**src/rtl/registers_sb_pkg.sv**
```systemverilog
// rtl/registers_sb_pkg.sv - shared types and helpers for the scoreboarded register file
package registers_sb_pkg;

  typedef enum logic {
    CLEAR = 1'b0,
    RUN   = 1'b1
  } state_e;

  localparam int MaxReadPorts = 4;

  function automatic logic is_zero_reg(input logic [31:0] addr);
    return addr == 32'd0;
  endfunction

endpackage

```
**src/rtl/registers_sb_scoreboard.sv**
```systemverilog
// rtl/registers_sb_scoreboard.sv - per-register pending bits for outstanding loads and reserve-conflict pulse
module registers_sb_scoreboard
  import registers_sb_pkg::*;
#(
  parameter int AddressBitWidth = 5
) (
  input  logic                            clk,
  input  logic                            rst,
  input  logic                            enable,
  input  logic [AddressBitWidth-1:0]      rsv,
  input  logic                            rsv_enable,
  input  logic [AddressBitWidth-1:0]      ld,
  input  logic                            ld_write_enable,
  output logic [(2**AddressBitWidth)-1:0] pending,
  output logic                            conflict
);

  logic rsv_valid;
  logic ld_valid;

  assign rsv_valid = rsv_enable && !is_zero_reg(32'(rsv));
  assign ld_valid  = ld_write_enable && !is_zero_reg(32'(ld));

  always_ff @(posedge clk or posedge rst) begin
    if (rst) begin
      pending  <= '0;
      conflict <= 1'b0;
    end else if (!enable) begin
      pending  <= '0;
      conflict <= 1'b0;
    end else begin
      conflict <= rsv_valid && pending[rsv];
      // Set is applied after clear so a same-cycle re-reservation survives the completion.
      if (ld_valid)
        pending[ld] <= 1'b0;
      if (rsv_valid)
        pending[rsv] <= 1'b1;
    end
  end

endmodule

```
**src/rtl/registers_sb.sv**
```systemverilog
// rtl/registers_sb.sv - register file with load scoreboard and post-reset clear sweep; REGISTERS_SB_BYPASS_EN enables same-cycle forwarding
module registers_sb
  import registers_sb_pkg::*;
#(
  parameter int AddressBitWidth = 5,
  parameter int DataBitWidth    = 32,
  parameter int ReadPorts       = 2
) (
  input  logic                                 clk,
  input  logic                                 rst,
  output logic                                 ready,
  input  logic [ReadPorts*AddressBitWidth-1:0] rs,
  output logic [ReadPorts*DataBitWidth-1:0]    rs_data_out,
  output logic [ReadPorts-1:0]                 rs_pending,
  input  logic [AddressBitWidth-1:0]           rd,
  input  logic                                 rd_write_enable,
  input  logic [DataBitWidth-1:0]              rd_data_in,
  input  logic [AddressBitWidth-1:0]           rsv,
  input  logic                                 rsv_enable,
  input  logic [AddressBitWidth-1:0]           ld,
  input  logic                                 ld_write_enable,
  input  logic [DataBitWidth-1:0]              ld_data_in,
  output logic                                 conflict
);

  localparam int NumRegs = 2 ** AddressBitWidth;

  state_e                      state;
  state_e                      state_next;
  logic [AddressBitWidth-1:0]  counter;
  logic [DataBitWidth-1:0]     mem [NumRegs];
  logic [NumRegs-1:0]          pending;
  logic                        run;

  assign run   = (state == RUN);
  assign ready = run;

  always_ff @(posedge clk or posedge rst) begin
    if (rst) begin
      state   <= CLEAR;
      counter <= '0;
    end else begin
      state <= state_next;
      if (state == CLEAR)
        counter <= counter + 1'b1;
    end
  end

  always_comb begin
    state_next = state;
    if (state == CLEAR && counter == {AddressBitWidth{1'b1}})
      state_next = RUN;
  end

  // Storage has no reset; the sweep zeroes it, and reads are masked until the sweep ends.
  always_ff @(posedge clk) begin
    if (!run) begin
      mem[counter] <= '0;
    end else begin
      if (rd_write_enable && !is_zero_reg(32'(rd)))
        mem[rd] <= rd_data_in;
      if (ld_write_enable && !is_zero_reg(32'(ld)))
        mem[ld] <= ld_data_in;
    end
  end

  registers_sb_scoreboard #(
    .AddressBitWidth(AddressBitWidth)
  ) u_scoreboard (
    .clk             (clk),
    .rst             (rst),
    .enable          (run),
    .rsv             (rsv),
    .rsv_enable      (rsv_enable),
    .ld              (ld),
    .ld_write_enable (ld_write_enable),
    .pending         (pending),
    .conflict        (conflict)
  );

  for (genvar i = 0; i < ReadPorts; i++) begin : g_read
    logic [AddressBitWidth-1:0] addr;
    logic [DataBitWidth-1:0]    data;
    logic                       pend;

    assign addr = rs[i*AddressBitWidth +: AddressBitWidth];

    always_comb begin
      data = mem[addr];
      pend = pending[addr];
`ifdef REGISTERS_SB_BYPASS_EN
      if (rd_write_enable && rd == addr)
        data = rd_data_in;
      if (ld_write_enable && ld == addr) begin
        data = ld_data_in;
        if (!(rsv_enable && rsv == addr))
          pend = 1'b0;
      end
`endif
      if (!run || is_zero_reg(32'(addr))) begin
        data = '0;
        pend = 1'b0;
      end
    end

    assign rs_data_out[i*DataBitWidth +: DataBitWidth] = data;
    assign rs_pending[i]                               = pend;
  end

endmodule

```
**config.mk**
```make
export PLATFORM = sky130hd
export DESIGN_NAME = registers_sb
export DESIGN_NICKNAME = d
export VERILOG_FILES = /design/src/rtl/registers_sb_pkg.sv /design/src/rtl/registers_sb_scoreboard.sv /design/src/rtl/registers_sb.sv
export SDC_FILE = /design/constraint.sdc
export NUM_CORES = 2
export LEC_CHECK = 0
export CAP_MARGIN = 20
export CORE_ASPECT_RATIO = 0.75
export CORE_MARGIN = 3
export CORE_UTILIZATION = 48
export CTS_CLUSTER_DIAMETER = 40
export CTS_CLUSTER_SIZE = 8
export DETAILED_ROUTE_END_ITERATION = 10
export GPL_TIMING_DRIVEN = 0
export PLACE_DENSITY = 0.63
export SLEW_MARGIN = 20
export SYNTH_ARGS = -nofsm -noshare
export SYNTH_HDL_FRONTEND = slang
export SYNTH_SLANG_ARGS = --single-unit
```
**constraint.sdc**
```tcl
create_clock -name clk -period 10.9 [get_ports clk]
set_clock_uncertainty 0.2 [all_clocks]
set_input_delay 2.18 -clock clk [delete_from_list [all_inputs] [get_ports clk]]
set_output_delay 2.18 -clock clk [all_outputs]
set_load 0.02 [all_outputs]
```
==> run metrics <==
die height=315 um; ratio of cells with drive above 1 in the final layout=22.4%; Mapped Nets=4756; global-route wire length before repair=401000 um; Hold Path Stages=2; sequential area share after synthesis=52.0%; CTS Buf Count=169; vias in the first global route=47.9k; max-slew violation count=4; TNS Setup=0 ps; Final Hold Fails=0; f_max=0.111 GHz; Worst Reg-to-Reg Cells=7; DP Wirelength=224000 um; cell count after synthesis=4660; GPL Wtd Cong=1.06; crit path DAT=6590 ps; post-route worst hold slack=368 ps; H-tree lvl count=4; Setup WS pre-CTS=2420 ps; P_leak=25.4 nW; P_sw=0.00295 W; dominant cells by area after synthesis=edfxtp_1 50%, mux4_2 20%, o21ai_0 5.9%; CTS tree=done; Logic pwr share=12.8%; clock sink count=1063; hold path endpoint=u_scoreboard.pending[27]; vias post-DR=52.1k; core area=0.125 mm2; wire length on met3=65700 um; max_cap viols=1; initial core utilization=48.7%; flop-to-flop setup slack=6460 ps; Worst Tran Pin Value=1590 ps; WL final=304000 um; grt total ovfl=0; violated checks=DRC, capacitance limit, slew limit; critical path class=in2out; final worst path period share=82.3%; vias per std cell=7.67; Distinct cells, synth=59; CTS Buffer Depth=3; hold_buf cts=0; min Tclk post-route=8970 ps; CP Launch Type=primary input; Placed Instances=6508; Post-synth top flop=edfxtp_1; top cell type's share of synthesized area=50.4%; status=finished, violations left; pwr dens=154 mW/mm2; Tot Pwr=0.0110 W; die area=0.131 mm2; WL met2=113000 um; # DRC=6; Wirelength per Cell=44.9 um; critical path endpoint category=output port; highest routed layer=met5; worst reg2reg path startpoint=ready; commonest cells in the netlist=1024 x edfxtp_1, 826 x nand2_1, 715 x o21ai_0; # IOs=162; die width=418 um; Finish-stage setup viols=0; DR iter-0 viols=10.7k; Setup Buffers After CTS=0; layout net count=5125; initial antenna violation count=24; # port buffers=125; flops & latches, synth=1063; HP Start=u_scoreboard.pending[27]; top-count cell post-synth=edfxtp_1; Req. time, crit path=8520 ps; clock group share of total power=45.7%; mean post-synth cell area=13.1 um2; Area growth, synth to finish=17.3%; Clock Latency Late Sink=810 ps; Max IR drop VDD=170 uV; DRT Pass-1 Iters=11; Post-synth EDFFs=1024; r2r endpoint=mem[16][23]; unrepaired setup endpoints after global routing=false; slew margin rel.=-6.86%; sequential share of power=41.5%; Internal=0.00803 W; synthesized cell area=0.0610 mm2; total track usage=45.6%; setup ws final=1930 ps; metal1 wirelength=103000 um; CP Max Fanout=10; largest net degree at the start of global routing=33; Root Driver=clkbuf_16; clock transition at the registers of the reported paths=40 ps; Net Sw Frac=26.9%; cts repair resizes=0; cell type with the largest total area after synthesis=edfxtp_1; Routed Antenna Nets=0; worst min path class=reg2reg; row count=112; Async SR Flop Fraction=3.67%; Ys Warns=0; Finished Layout Cells=6785
-- power groups by stage --
stage | Combinational [W] | Sequential, W | Clock [W]
after CTS | 0.00130 | 0.00455 | 0.00494
after global placement | 0.00125 | 0.00464 | 0
after floorplan | 0.000718 | 0.00463 | 0
final | 0.00141 | 0.00455 | 0.00502
after global routing | 0.00140 | 0.00455 | 0.00513
after detailed placement | 0.00129 | 0.00463 | 0
-- registers in the layout (all words and copies together), names as in the netlist --
register / cells
mem: 1024
u_scoreboard.pending: 32
counter: 5
u_scoreboard.conflict: 1
ready: 1
-- metrics by stage --
step	util [%]	area, um2
finish	57.1	71500
global route	57.1	71500
CTS	57.0	71400
detailed placement	53.1	66500
global placement	51.3	64300
floorplan	-	61000
-- cell type report --
| cell class | instances | area (um2) |
|---|---|---|
| inverters | 43 | 161 |
| diodes | 25 | 62.6 |
| clock buffers | 196 | 4480 |
| clock inverters | 53 | 478 |
| plain buffers | 565 | 2540 |
| well taps | 1653 | 2070 |
| fillers | 10300 | 53700 |
| flip-flops and latches | 1063 | 31700 |
| multi-input cells | 2989 | 27100 |
| repair buffers | 198 | 2970 |
-- logic make-up after synthesis --
logic type | share of synthesized area (%)
compound gates | 12.3
flops | 52.0
buf+inv | 4.36
xor+xnor | 0.0431
fa+ha+maj | 0.0410
mux | 24.6
simple gates | 6.63
-- how the worst max path moves through the flow --
stage / start / to
final: rs[6] / rs_data_out[39]
after floorplan: rs[0] / rs_pending[0]
after detailed placement: rs[1] / rs_data_out[5]
after CTS: rs[1] / rs_data_out[12]
after global placement: rd[3] / mem[21][20]
after global routing: rs[6] / rs_data_out[43]
-- cells in the final DEF (no fill, tap or decap), drive strengths merged, types with 4 or more instances in the layout --
master / n
diode: 25
clkinv: 47
a41oi: 5
nand3b: 4
edfxtp: 1024
nand2b: 5
o21ai: 736
and3: 11
clkdlybuf4s50: 125
nand2: 828
mux2i: 273
o221ai: 67
inv: 39
dfrtp: 39
a22oi: 29
o22a: 66
a22o: 242
nor4: 10
mux2: 22
mux4: 533
a31oi: 7
o22ai: 24
nor3: 14
bufinv: 7
buf: 348
nand3: 14
nor3b: 5
clkbuf: 486
nor2: 58
-- worst max-delay path, stage by stage --
cell and delay [ps]:
clkdlybuf4s50_1 630, clkbuf_2 720, clkbuf_1 550, mux4_2 390
mux2i_1 440, o22a_1 560, o221ai_1 450, clkdlybuf4s50_1 660
-- metal layers --
metal,GRT usage (%),up-vias
met5,5.90,-
met4,23.9,30
met3,31.6,1232
met2,57.3,5879
met1,57.4,25800
li1,-,19100
Note: power is estimated with default switching activity, not from simulation.
